### src/rtl/control_sequencer_if.sv
// Bundle between the control sequencer and the datapath it steers: instruction
// and memory handshake in, bus-drive/load/ALU/memory controls and status out.
interface control_sequencer_if;
    logic [31:0] IRval;
    logic        mem_ready;
    logic        PCout, Zlowout, MDRout, Rout, BAout, Cout;
    logic        PCin, IRin, MARin, MDRin, Yin, Zin, Rin;
    logic        Gra, Grb, Grc;
    logic        IncPC, ADD, SUB, AND, OR, SHR, SHL;
    logic        Read, Write;
    logic        run;
    logic        illegal;
    logic [3:0]  state;

    modport master (
        input  IRval, mem_ready,
        output PCout, Zlowout, MDRout, Rout, BAout, Cout,
        output PCin, IRin, MARin, MDRin, Yin, Zin, Rin,
        output Gra, Grb, Grc,
        output IncPC, ADD, SUB, AND, OR, SHR, SHL,
        output Read, Write, run, illegal, state
    );

    modport slave (
        output IRval, mem_ready,
        input  PCout, Zlowout, MDRout, Rout, BAout, Cout,
        input  PCin, IRin, MARin, MDRin, Yin, Zin, Rin,
        input  Gra, Grb, Grc,
        input  IncPC, ADD, SUB, AND, OR, SHR, SHL,
        input  Read, Write, run, illegal, state
    );
endinterface

### src/rtl/control_sequencer.sv
// Hardwired control unit: fetch T0-T2, per-opcode execute T3-T7, HALT.
// All control outputs are registered alongside the state they belong to.
module control_sequencer (
    input  logic                clk,
    input  logic                reset,
    control_sequencer_if.master bus
);

    typedef enum logic [3:0] {
        S_T0 = 4'd0, S_T1 = 4'd1, S_T2 = 4'd2, S_T3 = 4'd3, S_T4 = 4'd4,
        S_T5 = 4'd5, S_T6 = 4'd6, S_T7 = 4'd7, S_HALT = 4'd8
    } state_t;

    typedef enum logic [2:0] {
        C_ALU, C_ADDI, C_LD, C_ST, C_NOP, C_HALT, C_ILL
    } op_class_t;

    typedef struct packed {
        logic PCout, Zlowout, MDRout, Rout, BAout, Cout;
        logic PCin, IRin, MARin, MDRin, Yin, Zin, Rin;
        logic Gra, Grb, Grc;
        logic IncPC, ADD, SUB, AND, OR, SHR, SHL;
        logic Read, Write;
    } ctl_t;

    localparam logic [4:0] OP_LD   = 5'b00000;
    localparam logic [4:0] OP_ST   = 5'b00010;
    localparam logic [4:0] OP_ADD  = 5'b00011;
    localparam logic [4:0] OP_SUB  = 5'b00100;
    localparam logic [4:0] OP_AND  = 5'b00101;
    localparam logic [4:0] OP_OR   = 5'b00110;
    localparam logic [4:0] OP_SHR  = 5'b01000;
    localparam logic [4:0] OP_SHL  = 5'b01001;
    localparam logic [4:0] OP_ADDI = 5'b01100;
    localparam logic [4:0] OP_NOP  = 5'b11010;
    localparam logic [4:0] OP_HALT = 5'b11011;

    function automatic op_class_t classify(input logic [4:0] op);
        op_class_t k;
        case (op)
            OP_LD:   k = C_LD;
            OP_ST:   k = C_ST;
            OP_ADD, OP_SUB, OP_AND, OP_OR, OP_SHR, OP_SHL: k = C_ALU;
            OP_ADDI: k = C_ADDI;
            OP_NOP:  k = C_NOP;
            OP_HALT: k = C_HALT;
            default: k = C_ILL;
        endcase
        return k;
    endfunction

    // Control word shown while sitting in state s; first_t1 marks the entry cycle of T1.
    function automatic ctl_t decode(input state_t s, input logic [4:0] op, input logic first_t1);
        ctl_t      c;
        op_class_t k;
        c = '0;
        k = classify(op);
        case (s)
            S_T0: begin c.PCout = 1'b1; c.MARin = 1'b1; c.IncPC = 1'b1; c.Zin = 1'b1; end
            S_T1: begin c.Zlowout = 1'b1; c.PCin = first_t1; c.Read = 1'b1; c.MDRin = 1'b1; end
            S_T2: begin c.MDRout = 1'b1; c.IRin = 1'b1; end
            S_T3: begin
                if (k == C_ALU || k == C_ADDI) begin
                    c.Grb = 1'b1; c.Rout = 1'b1; c.Yin = 1'b1;
                end else if (k == C_LD || k == C_ST) begin
                    c.Grb = 1'b1; c.BAout = 1'b1; c.Yin = 1'b1;
                end
            end
            S_T4: begin
                c.Zin = 1'b1;
                if (k == C_ALU) begin
                    c.Grc = 1'b1; c.Rout = 1'b1;
                    case (op)
                        OP_ADD:  c.ADD = 1'b1;
                        OP_SUB:  c.SUB = 1'b1;
                        OP_AND:  c.AND = 1'b1;
                        OP_OR:   c.OR  = 1'b1;
                        OP_SHR:  c.SHR = 1'b1;
                        OP_SHL:  c.SHL = 1'b1;
                        default: ;
                    endcase
                end else begin
                    c.Cout = 1'b1; c.ADD = 1'b1;
                end
            end
            S_T5: begin
                c.Zlowout = 1'b1;
                if (k == C_LD || k == C_ST) c.MARin = 1'b1;
                else begin c.Gra = 1'b1; c.Rin = 1'b1; end
            end
            S_T6: begin
                c.MDRin = 1'b1;
                if (k == C_ST) begin c.Gra = 1'b1; c.Rout = 1'b1; end
                else c.Read = 1'b1;
            end
            S_T7: begin
                if (k == C_ST) c.Write = 1'b1;
                else begin c.MDRout = 1'b1; c.Gra = 1'b1; c.Rin = 1'b1; end
            end
            default: ;
        endcase
        return c;
    endfunction

    state_t    state_q, state_n;
    ctl_t      ctl_q;
    logic      run_q, illegal_q, first_n;
    logic [4:0] op_q, op_n;
    op_class_t cls_n;

    // Opcode is captured as IR loads; execute states never look at live IRval.
    always_comb begin
        op_n    = (state_q == S_T2) ? bus.IRval[31:27] : op_q;
        cls_n   = classify(op_n);
        state_n = state_q;
        first_n = 1'b0;
        case (state_q)
            S_T0: if (run_q) begin state_n = S_T1; first_n = 1'b1; end
            S_T1: if (bus.mem_ready) state_n = S_T2;
            S_T2: state_n = S_T3;
            S_T3: begin
                case (cls_n)
                    C_NOP:          state_n = S_T0;
                    C_HALT, C_ILL:  state_n = S_HALT;
                    default:        state_n = S_T4;
                endcase
            end
            S_T4: state_n = S_T5;
            S_T5: state_n = (cls_n == C_LD || cls_n == C_ST) ? S_T6 : S_T0;
            S_T6: if (cls_n == C_ST || bus.mem_ready) state_n = S_T7;
            S_T7: if (cls_n == C_LD || bus.mem_ready) state_n = S_T0;
            S_HALT: state_n = S_HALT;
            default: state_n = S_T0;
        endcase
    end

    // run_q low in T0 marks the idle cycle just after reset, which re-enters T0 with run high.
    always_ff @(posedge clk) begin
        if (reset) begin
            state_q   <= S_T0;
            ctl_q     <= '0;
            run_q     <= 1'b0;
            illegal_q <= 1'b0;
            op_q      <= '0;
        end else begin
            state_q <= state_n;
            ctl_q   <= decode(state_n, op_n, first_n);
            run_q   <= (state_n != S_HALT);
            if (state_q == S_T2) op_q <= bus.IRval[31:27];
            if (state_q == S_T3 && cls_n == C_ILL) illegal_q <= 1'b1;
        end
    end

    logic unused_ir_fields;
    assign unused_ir_fields = ^bus.IRval[26:0];

    assign bus.PCout = ctl_q.PCout;   assign bus.Zlowout = ctl_q.Zlowout;
    assign bus.MDRout = ctl_q.MDRout; assign bus.Rout = ctl_q.Rout;
    assign bus.BAout = ctl_q.BAout;   assign bus.Cout = ctl_q.Cout;
    assign bus.PCin = ctl_q.PCin;     assign bus.IRin = ctl_q.IRin;
    assign bus.MARin = ctl_q.MARin;   assign bus.MDRin = ctl_q.MDRin;
    assign bus.Yin = ctl_q.Yin;       assign bus.Zin = ctl_q.Zin;
    assign bus.Rin = ctl_q.Rin;       assign bus.Gra = ctl_q.Gra;
    assign bus.Grb = ctl_q.Grb;       assign bus.Grc = ctl_q.Grc;
    assign bus.IncPC = ctl_q.IncPC;   assign bus.ADD = ctl_q.ADD;
    assign bus.SUB = ctl_q.SUB;       assign bus.AND = ctl_q.AND;
    assign bus.OR = ctl_q.OR;         assign bus.SHR = ctl_q.SHR;
    assign bus.SHL = ctl_q.SHL;       assign bus.Read = ctl_q.Read;
    assign bus.Write = ctl_q.Write;
    assign bus.run = run_q;
    assign bus.illegal = illegal_q;
    assign bus.state = state_q;

endmodule

### src/flat_wrapper.sv
// flat-port wrapper written by rule: the top's interface ports become plain ports
module control_sequencer_flat 
  (clk, reset, bus_IRval, bus_mem_ready, bus_PCout, bus_Zlowout, bus_MDRout, bus_Rout, bus_BAout, bus_Cout, bus_PCin, bus_IRin, bus_MARin, bus_MDRin, bus_Yin, bus_Zin, bus_Rin, bus_Gra, bus_Grb, bus_Grc, bus_IncPC, bus_ADD, bus_SUB, bus_AND, bus_OR, bus_SHR, bus_SHL, bus_Read, bus_Write, bus_run, bus_illegal, bus_state);
  control_sequencer_if bus_i ();
  input  logic clk;
  input  logic reset;
  input wire logic [$bits(bus_i.IRval)-1:0] bus_IRval;
  input wire logic [$bits(bus_i.mem_ready)-1:0] bus_mem_ready;
  output wire logic [$bits(bus_i.PCout)-1:0] bus_PCout;
  output wire logic [$bits(bus_i.Zlowout)-1:0] bus_Zlowout;
  output wire logic [$bits(bus_i.MDRout)-1:0] bus_MDRout;
  output wire logic [$bits(bus_i.Rout)-1:0] bus_Rout;
  output wire logic [$bits(bus_i.BAout)-1:0] bus_BAout;
  output wire logic [$bits(bus_i.Cout)-1:0] bus_Cout;
  output wire logic [$bits(bus_i.PCin)-1:0] bus_PCin;
  output wire logic [$bits(bus_i.IRin)-1:0] bus_IRin;
  output wire logic [$bits(bus_i.MARin)-1:0] bus_MARin;
  output wire logic [$bits(bus_i.MDRin)-1:0] bus_MDRin;
  output wire logic [$bits(bus_i.Yin)-1:0] bus_Yin;
  output wire logic [$bits(bus_i.Zin)-1:0] bus_Zin;
  output wire logic [$bits(bus_i.Rin)-1:0] bus_Rin;
  output wire logic [$bits(bus_i.Gra)-1:0] bus_Gra;
  output wire logic [$bits(bus_i.Grb)-1:0] bus_Grb;
  output wire logic [$bits(bus_i.Grc)-1:0] bus_Grc;
  output wire logic [$bits(bus_i.IncPC)-1:0] bus_IncPC;
  output wire logic [$bits(bus_i.ADD)-1:0] bus_ADD;
  output wire logic [$bits(bus_i.SUB)-1:0] bus_SUB;
  output wire logic [$bits(bus_i.AND)-1:0] bus_AND;
  output wire logic [$bits(bus_i.OR)-1:0] bus_OR;
  output wire logic [$bits(bus_i.SHR)-1:0] bus_SHR;
  output wire logic [$bits(bus_i.SHL)-1:0] bus_SHL;
  output wire logic [$bits(bus_i.Read)-1:0] bus_Read;
  output wire logic [$bits(bus_i.Write)-1:0] bus_Write;
  output wire logic [$bits(bus_i.run)-1:0] bus_run;
  output wire logic [$bits(bus_i.illegal)-1:0] bus_illegal;
  output wire logic [$bits(bus_i.state)-1:0] bus_state;
  assign bus_i.IRval = bus_IRval;
  assign bus_i.mem_ready = bus_mem_ready;
  assign bus_PCout = bus_i.PCout;
  assign bus_Zlowout = bus_i.Zlowout;
  assign bus_MDRout = bus_i.MDRout;
  assign bus_Rout = bus_i.Rout;
  assign bus_BAout = bus_i.BAout;
  assign bus_Cout = bus_i.Cout;
  assign bus_PCin = bus_i.PCin;
  assign bus_IRin = bus_i.IRin;
  assign bus_MARin = bus_i.MARin;
  assign bus_MDRin = bus_i.MDRin;
  assign bus_Yin = bus_i.Yin;
  assign bus_Zin = bus_i.Zin;
  assign bus_Rin = bus_i.Rin;
  assign bus_Gra = bus_i.Gra;
  assign bus_Grb = bus_i.Grb;
  assign bus_Grc = bus_i.Grc;
  assign bus_IncPC = bus_i.IncPC;
  assign bus_ADD = bus_i.ADD;
  assign bus_SUB = bus_i.SUB;
  assign bus_AND = bus_i.AND;
  assign bus_OR = bus_i.OR;
  assign bus_SHR = bus_i.SHR;
  assign bus_SHL = bus_i.SHL;
  assign bus_Read = bus_i.Read;
  assign bus_Write = bus_i.Write;
  assign bus_run = bus_i.run;
  assign bus_illegal = bus_i.illegal;
  assign bus_state = bus_i.state;
  control_sequencer u_core (.clk(clk), .reset(reset), .bus(bus_i));
endmodule
### config.mk
export PLATFORM = sky130hd
export DESIGN_NAME = control_sequencer_flat
export DESIGN_NICKNAME = d
export VERILOG_FILES = /design/src/rtl/control_sequencer_if.sv /design/src/rtl/control_sequencer.sv /design/src/flat_wrapper.sv
export SDC_FILE = /design/constraint.sdc
export NUM_CORES = 1
export LEC_CHECK = 0
export ABC_AREA = 1
export CAP_MARGIN = 30
export CORE_UTILIZATION = 45
export CTS_BUF_LIST = sky130_fd_sc_hd__clkbuf_4 sky130_fd_sc_hd__clkbuf_8 sky130_fd_sc_hd__clkbuf_16
export CTS_CLUSTER_DIAMETER = 200
export DETAILED_ROUTE_END_ITERATION = 7
export PLACE_DENSITY = 0.84
export SYNTH_ARGS = -nofsm -noshare
export SYNTH_HDL_FRONTEND = slang
export SYNTH_SLANG_ARGS = --single-unit
### constraint.sdc
create_clock -name clk -period 5.7 [get_ports clk]
set_input_delay 1.425 -clock clk [delete_from_list [all_inputs] [get_ports clk]]
set_output_delay 1.425 -clock clk [all_outputs]
set_load 0.03 [all_outputs]
==> impl_metrics.ini, run 1 <==
[clock_tree]
clkTransAtPathRegs_ns = 0.10
cts_sinks = 34
cts-root-buf = clkbuf_4
cts.path.max_buffers = 2
ctsHoldBuffers = 0
cts_buffers = 5
post-cts-setup-buffer-count = 0
ctsResizeCount = 0
h-tree-depth = 2
clkLatencyLatePin_ns = 0.32
tritoncts = built

[cells_and_area]
regMostFlops = u_core.op_q
seqCellArea_um2 = 681
synthToLayoutAreaGrowth_pct = 30.0
stdcell_area_um2 = 2030
nFillCells = 294
largest_reg_flops = 5
layout.cells.non_filler = 299
layout.nets = 287
multi_input_area_um2 = 717
drive_gt1_frac = 0.166
antenna_cells = 0
fin_util = 0.607

[route]
vias = 1417
drtIter0Drc = 78
totalWireLength_um = 3060
drt.antenna.violating_nets = 0
drc = 0
dr.pass1.iters = 4
wl_per_cell_um = 10.2
viasPerCell = 4.74

[power_and_ir_drop]
ir_drop_mv = 0.206
total_power_w = 0.000590
power_density_nw_per_um2 = 291
p_leak_nw = 0.957

[sta]
fin_crit_sh = 0.574
tightest_slew_ns = 0.763
slew_violations = 0
min_period_ns = 3.27
setup_tns_ns = 0
timing.fmax_ghz = 0.306
slew_headroom = 0.490
rsz0062_at_grt = no
fin_worst_skew_ns = 0.00340
setup_viol = 0
hold_violations = 0

[critical_path]
path_max_fanout = 6
cp-start-kind = input port
critPathArrivalTime_ns = 3.51
critPathCaptureType = register
rr_startpoint = u_core.bus.state[1]
reg2reg_to = u_core.bus.MARin
rr_worst_depth = 18
worstPathRequired_ns = 5.94
reg2reg_slack_ns = 3.26
crit_type = in2reg

[logic_synthesis]
netlist_area_um2 = 1560
synth_top_flop_cell = dfxtp_1
yosysWarningCount = 0
yosys-top-cells-count = nand2_1 (38), nor2_1 (36), dfxtp_1 (34)
syn_nets = 247
synth_edf_count = 0
avgSynthCellArea_um2 = 7.35
synth_cells = 212
synthDistinctLibCells = 31
yosysMostFrequentCell = nand2_1
yosys.area.top_type = dfxtp_1
synth_area_leaders = dfxtp_1 (44%), nand2_1 (9.1%), nor2_1 (8.7%)
synth_seq_area_share = 0.437
ys_async_sr_fraction = 0
synth-seq-cells = 34
synth_top_area_share = 0.437

[global_routing]
gr-usage-all-layers = 0.187
grt_pass1_wl_um = 5110
grt_antenna_before_repair = 0
first_global_vias = 1172
grt_max_degree = 21
overflow = 0

[job]
drv_cap = 0

[hold_path]
hold_end = u_core.bus.illegal
worstHoldStart = u_core.bus.illegal
hold_depth = 2
hp-class = reg2reg

[run_status]
run_status = completed

[floorplanning]
dieArea_um2 = 3700
start_util = 0.467
rows = 21
core_area_um2 = 3340
die_h_um = 60.9
pin_count = 66
dieWidth_um = 60.9

[placement]
place_inst = 291
numPortBuffers = 38
place_area_um2 = 1960
place.gp.congestion = 0.831
dp_hpwl_um = 2330
==> per-stage QoR <==
stage               worst slack, ns  hold slack [ns]
floorplan                      2.90            0.527
global placement               2.20            0.481
detailed placement             2.19            0.494
CTS                            2.46            0.518
global route                   2.27            0.550
finish                         2.43            0.506
==> worst max-delay path, cell delays in order <==
cell,delay [ns]
clkdlybuf4s50_1,0.42
nand3b_1,0.16
nand2_1,0.21
nand2_2,0.11
nand3_2,0.09
nand2_2,0.07
inv_2,0.06
nand2_2,0.06
nor2_1,0.12
nand2_1,0.10
nand2_2,0.09
nand2_1,0.06
nor2_2,0.13
inv_1,0.07
nor2_1,0.09
nand3_1,0.15
o31ai_1,0.10
==> metal layers <==
layer,part of all wire,GRT usage,up-vias
li1,-,-,738
met1,0.47,0.244,634
met2,0.48,0.303,42
met3,0.050,0.0469,3
met4,0.0036,0.0584,0
met5,0,0,-
==> cell families after synthesis <==
kind of cell,after synthesis,share of synthesized area
AND/OR/NAND/NOR,126,0.408
flip-flops,34,0.437
AO/OA/AOI/OAI,13,0.0522
buffers and inverters,39,0.104
==> layout make-up <==
type | count | share of cell area
multi-input cells | 139 | 0.354
clock buffers | 7 | 0.0290
well taps | 46 | 0.0284
flip-flops and latches | 34 | 0.336
inverters | 34 | 0.0630
clock inverters | 1 | 0.00247
repair buffers | 38 | 0.188
==> report_power, final <==
part	internal [W]	total [W]	switching [W]
logic	0.0000660	0.000188	0.000122
clock network	0.0000645	0.000141	0.0000764
registers	0.000253	0.000260	0.00000740
total	0.000384	0.000590	0.000206
==> how the worst max path moves through the flow <==
stage	from	end	slack [ns]
final	bus_IRval[28]	u_core.bus.MARin	2.43
after global routing	bus_IRval[28]	u_core.bus.MARin	2.27
after CTS	bus_IRval[28]	u_core.bus.MARin	2.46
after detailed placement	bus_IRval[28]	u_core.bus.MARin	2.19
after global placement	bus_IRval[28]	u_core.bus.MARin	2.20
after floorplan	bus_IRval[28]	u_core.bus.Read	2.90
==> layout by cell type (no fill, tap or decap) <==
cell type / instances
a21oi_1: 4
a21oi_2: 1
a22oi_1: 1
a31oi_1: 2
and2b_4: 1
and3_1: 1
clkbuf_4: 6
clkbuf_8: 1
clkdlybuf4s50_1: 38
clkinv_1: 1
clkinv_2: 1
dfxtp_1: 34
inv_1: 28
inv_2: 5
nand2_1: 38
nand2_2: 12
nand2_4: 4
nand3_1: 12
nand3_2: 3
nand3b_1: 2
nand4_1: 6
nor2_1: 36
nor2_2: 4
nor2_4: 2
nor3_1: 3
nor3_2: 1
nor4_1: 1
o21ai_0: 1
o21ai_1: 1
o21ai_2: 1
o22ai_1: 1
o31ai_1: 1
No activity file was read; power rests on OpenSTA's default activity.
==> inputs of run 2 (changes only) <==
Settings changed: CORE_UTILIZATION 45 to 42, PLACE_DENSITY 0.84 to 0.79.
Clock period 5.7 ns to 3.2 ns, I/O delays scaled along.
==> run 2 against run 1 <==
Against the previous run:
- die area up 6.9%
- sequential power up 78%
- total power up 87%
- routed wire length grew 2.5%
- via count decreased by 0.28%
- non-clock buffer count is 1 higher
- final cell count decreased by 0.33%
- cell area grew 1.3%
- core utilization shrank 1.1 points
- hold slack gained 0.0061 ns
==> impl_metrics.ini, run 2 (same netlist as run 1, synthesis figures left out) <==
[sta]
slew_violations = 0
hold_violations = 0
slew_headroom = 0.725
fin_crit_sh = 0.824
setup_slack_ns = 0.562
timing.fmax_ghz = 0.379
setup_tns_ns = 0
min_period_ns = 2.64
tightest_slew_ns = 0.411
rsz0062_at_grt = no
setup_viol = 0
fin_worst_skew_ns = 0.00857

[critical_path]
cp_slowest_cell = clkdlybuf4s50_1
cpMostUsedCell = nand2_1
cp-start-kind = input port
worstPathRequired_ns = 3.39
crit_type = in2reg
crit_family = simple AND/OR/NAND/NOR gates
reg2reg_slack_ns = 0.79
rr_worst_depth = 18
critPathBufInv = 2
critPathCaptureType = register
cp_slowest_stage_delay_ns = 0.42
reg2reg_to = u_core.bus.MARin
path_max_fanout = 6
path_cells = clkdlybuf4s50_1 > nand3b_1 > nand2_1 > nand2_1 > nand2_1 > nand3_2 > and2b_4 > nand2_2 > nand2_1 > inv_1 > nand4_1 > nor2_1 > nand3_1 > o31ai_1
rr_startpoint = u_core.bus.state[0]
critPathArrivalTime_ns = 2.83

[floorplanning]
rows = 21
pin_count = 66
core_area_um2 = 3440
dieArea_um2 = 3960
die_h_um = 62.9
dieWidth_um = 62.9
start_util = 0.453

[cells_and_area]
largest_reg_flops = 5
drive_gt1_frac = 0.163
synthToLayoutAreaGrowth_pct = 31.7
layout.nets = 288
regMostFlops = u_core.op_q
final_cell_mix = nand2_1 (38), clkdlybuf4s50_1 (38), nor2_1 (36), dfxtp_1 (34), inv_1 (28)
antenna_cells = 0

[route]
drc = 0
drt.antenna.violating_nets = 0
wl_per_cell_um = 10.5
totalWireLength_um = 3140
drtIter0Drc = 61
viasPerCell = 4.74
dr.pass1.iters = 4
vias = 1413

[global_routing]
first_global_vias = 1313
grt_antenna_before_repair = 0
grt_pass1_wl_um = 5580
grt_max_degree = 13
overflow = 0
gr-usage-all-layers = 0.181

[clock_tree]
clkLatencyLatePin_ns = 0.29
cts-root-buf = clkbuf_8
post-cts-setup-buffer-count = 0
cts.path.max_buffers = 2
h-tree-depth = 2
clkTransAtPathRegs_ns = 0.07
ctsHoldBuffers = 0
tritoncts = built
cts_buffers = 5
cts_sinks = 34
ctsResizeCount = 0

[hold_path]
hp-class = reg2reg
hold_end = u_core.bus.illegal
worstHoldStart = u_core.bus.illegal
hold_depth = 2

[power_and_ir_drop]
power_density_nw_per_um2 = 536
p_leak_nw = 0.967
ir_drop_mv = 0.284

[job]
drv_cap = 0

[placement]
place.gp.congestion = 0.851
pre_cts_ws_ns = 0.268
dp_hpwl_um = 2420
numPortBuffers = 38

[run_status]
run_status = completed
==> run 2: worst max-delay path by stage <==
stage	start	depth (start not counted)	endpoint	slack (ns)
after floorplan	u_core.bus.state[1]	18	u_core.bus.Read	1.00
after global placement	bus_IRval[28]	14	u_core.bus.MARin	0.35
after detailed placement	bus_IRval[28]	14	u_core.bus.MARin	0.27
after CTS	bus_IRval[28]	14	u_core.bus.MARin	0.55
after global routing	bus_IRval[28]	14	u_core.bus.MARin	0.27
final	bus_IRval[28]	14	u_core.bus.MARin	0.56
==> run 2: power by group <==
group	leakage [nW]	internal (W)	switching (W)	total, W
Combinational	0.647	0.000118	0.000217	0.000335
Sequential	0.277	0.000451	0.0000129	0.000464
Clock	0.0431	0.000165	0.000136	0.000301
==> run 2: layer usage <==
| metal | global-route usage | vias up | share of wire |
|---|---|---|---|
| li1 | - | 735 | - |
| met1 | 0.229 | 628 | 0.48 |
| met2 | 0.278 | 44 | 0.43 |
| met3 | 0.0529 | 6 | 0.059 |
| met4 | 0.0872 | 0 | 0.023 |
| met5 | 0 | - | 0 |
==> run 2: layout make-up <==
cell class,instances,area (um2)
inverter,34,128
clock buffer,6,82.6
fill,338,1390
timing repair buffer,39,388
multi-input combinational,139,717
tap,46,57.6
sequential,34,681
==> run 2: per-stage QoR <==
step | cells | hold slack (ns) | cell area (um2) | total power [W] | util
3_3_place_gp | 292 | 0.483 | 1970 | 0.000802 | 0.573
4_1_cts | 298 | 0.507 | 2050 | 0.00111 | 0.597
5_1_grt | 298 | 0.526 | 2050 | 0.00117 | 0.597
3_5_place_dp | 292 | 0.488 | 1970 | 0.000806 | 0.573
2_1_floorplan | 212 | 0.527 | 1560 | 0.000716 | -
6_report | 298 | 0.512 | 2050 | 0.00110 | 0.597
==> run 2: worst register-to-register path, cell delays in order, from the launching register on <==
cell	delay, ns
dfxtp_1	0.45
nor2_4	0.11
nand2_4	0.17
clkinv_1	0.16
nand2_1	0.13
nand2_4	0.08
inv_2	0.12
nand2_1	0.07
nor2_1	0.08
nor2_1	0.07
nor2_2	0.11
nand2_1	0.07
nand2_2	0.08
nand2_1	0.07
nor2_2	0.14
inv_1	0.08
nor2_1	0.08
nand3_1	0.16
o31ai_1	0.11
==> inputs of run 3 (changes only) <==
Settings changed: CORE_UTILIZATION 42 to 38, PLACE_DENSITY 0.79 to 0.76.
Clock period 3.2 ns to 2.4 ns, I/O delays scaled along.
==> run 3 against run 2 <==
Against the previous run:
- routed wire length is 24% higher
- global-route usage is 0.17 points lower
- the run now ends with negative setup slack left
- critical endpoint is now u_core.bus.Rout
- critical path depth is 2 higher
- clock-buffer cell count is 1 higher
- sequential share of layout area is 5.3 points lower
==> impl_metrics.ini, run 3 (same netlist as run 1, synthesis figures left out) <==
[run_status]
run_status = finished with violations
violations = negative setup slack

[placement]
place.gp.congestion = 0.846
dp_hpwl_um = 2670
numPortBuffers = 38
pre_cts_ws_ns = -0.290

[power_and_ir_drop]
ir_drop_mv = 0.341
p_sw_w = 0.000554
power_density_nw_per_um2 = 719
p_int_w = 0.00122
pwr-share-comb = 0.350
p_leak_nw = 1.19
share_seq_of_total_power = 0.350
swShare = 0.313
power_frac_clock = 0.299

[global_routing]
first_global_vias = 1375
use_met2 = 0.288
overflow = 0
grt_use_met1 = 0.211
use_met3 = 0.0603
gr-usage-all-layers = 0.179
grt_max_degree = 13
grt_busiest_layer = met2
grt_pass1_wl_um = 5770
grt_antenna_before_repair = 0

[sta]
setup_tns_ns = -0.0192
whs_ns = 0.522
setup_slack_ns = -0.0192
timing.fmax_ghz = 0.413
hold_violations = 0
setup_viol = 1
tightest_slew_ns = 0.320
slew_violations = 0
slew_headroom = 0.786
fin_worst_skew_ns = 0.00229
rsz0062_at_grt = yes
min_period_ns = 2.42
fin_crit_sh = 1.01

[clock_tree]
cts_buffers = 5
ctsHoldBuffers = 0
clkTransAtPathRegs_ns = 0.06
cts.path.max_buffers = 2
tritoncts = built
h-tree-depth = 2
cts_sinks = 34
clkLatencyLatePin_ns = 0.29
cts-root-buf = clkbuf_8

[route]
drtIter0Drc = 86
viasPerCell = 4.72
drc = 0
drt.antenna.violating_nets = 0
totalWireLength_um = 3880
dr.pass1.iters = 4
wl_per_cell_um = 11.3
vias = 1620

[cells_and_area]
final_common_cell = buf_4
synthToLayoutAreaGrowth_pct = 57.9
fin_util = 0.648
drive_gt1_frac = 0.329
layout.nets = 329
multi_input_area_um2 = 763
final_cell_mix = buf_4 (40), clkdlybuf4s50_1 (37), nand2_1 (34), nor2_1 (33), dfxtp_1 (31)
nFillCells = 306
regMostFlops = u_core.op_q
antenna_cells = 0
seqCellArea_um2 = 684
largest_reg_flops = 5

[floorplanning]
core_area_um2 = 3800
start_util = 0.410
pin_count = 66
dieWidth_um = 66.1
rows = 22
die_h_um = 66.1
dieArea_um2 = 4360

[critical_path]
reg2reg_slack_ns = 0.01
cp-start-kind = input port
critPathArrivalTime_ns = 2.61
worstPathRequired_ns = 2.59
critPathBufInv = 3
cp_slowest_cell = clkdlybuf4s50_1
cpMostUsedCell = nor2_2
cp_slowest_stage_delay_ns = 0.39
crit_type = in2reg
crit_family = simple AND/OR/NAND/NOR gates
path_cells = clkdlybuf4s50_1 > nand3b_1 > nand2_4 > inv_4 > nand2_4 > nand2_2 > nor2_2 > nor2_2 > nor2_2 > nand2_1 > nand2_2 > nand4_1 > nand4_1 > nand3_1 > nand2_1 > inv_1
critPathCaptureType = register
path_max_fanout = 7

[job]
drv_cap = 0

[hold_path]
hp-class = reg2reg
run 3: changes by cell type in the layout (fill, tap and decap cells not counted), moves of 2 or more:
cell and change:
buf_4 +39, clkbuf_4 +2, dfxtp_1 -3, dfxtp_2 +3, nor2_1 -3, nand2_1 -4
nor2_2 +3, buf_6 +2, nand2_2 +2, nand3_1 -2, nand3_2 +2
run 3: final cells by class:
class	count	share of cell area
Multi-Input combinational cell	139	0.310
Timing Repair Buffer	80	0.287
Sequential cell	34	0.278
Inverter	34	0.0544
Clock buffer	7	0.0341
Tap cell	48	0.0244
Clock inverter	1	0.0122
run 3: power groups by stage:
| stage | clock (W) | combinational, W | sequential, W |
|---|---|---|---|
| floorplan | 0 | 0.000262 | 0.000693 |
| global placement | 0 | 0.000535 | 0.000630 |
| detailed placement | 0 | 0.000541 | 0.000632 |
| CTS | 0.000540 | 0.000545 | 0.000619 |
| global route | 0.000559 | 0.000669 | 0.000623 |
| finish | 0.000529 | 0.000620 | 0.000620 |
run 3: repair_timing:
| item | CTS | global route |
|---|---|---|
| resized for setup | 0 | 20 |
| setup endpoints to repair | 0 | 19 |
| buffers inserted | 0 | 8 |
run 3: path summary, 6_finish.rpt:
path,start,end,cells past startpoint
hold / removal,u_core.bus.illegal,u_core.bus.illegal,2
setup reg to reg,u_core.bus.state[1],u_core.bus.Rout,18
hold reg to reg,u_core.bus.illegal,u_core.bus.illegal,2
setup / recovery,bus_IRval[29],u_core.bus.Rout,16
run 3: routing by layer:
metal | wire, um | vias to the layer above
met5 | 0 | -
met4 | 74 | 0
met3 | 236 | 5
met2 | 1880 | 53
met1 | 1690 | 737
li1 | - | 825
run 3: per-stage QoR:
stage	instance area, um2	total power (W)	instances
finish	2460	0.00177	343
global route	2460	0.00185	343
CTS	2330	0.00170	335
detailed placement	2220	0.00117	327
global placement	2220	0.00117	327
floorplan	1560	0.000955	212
run 3: worst min-delay path, stage by stage, from the launching register on:
cell and delay (ns):
dfxtp_1 0.35, a21oi_1 0.05, nor2_1 0.08
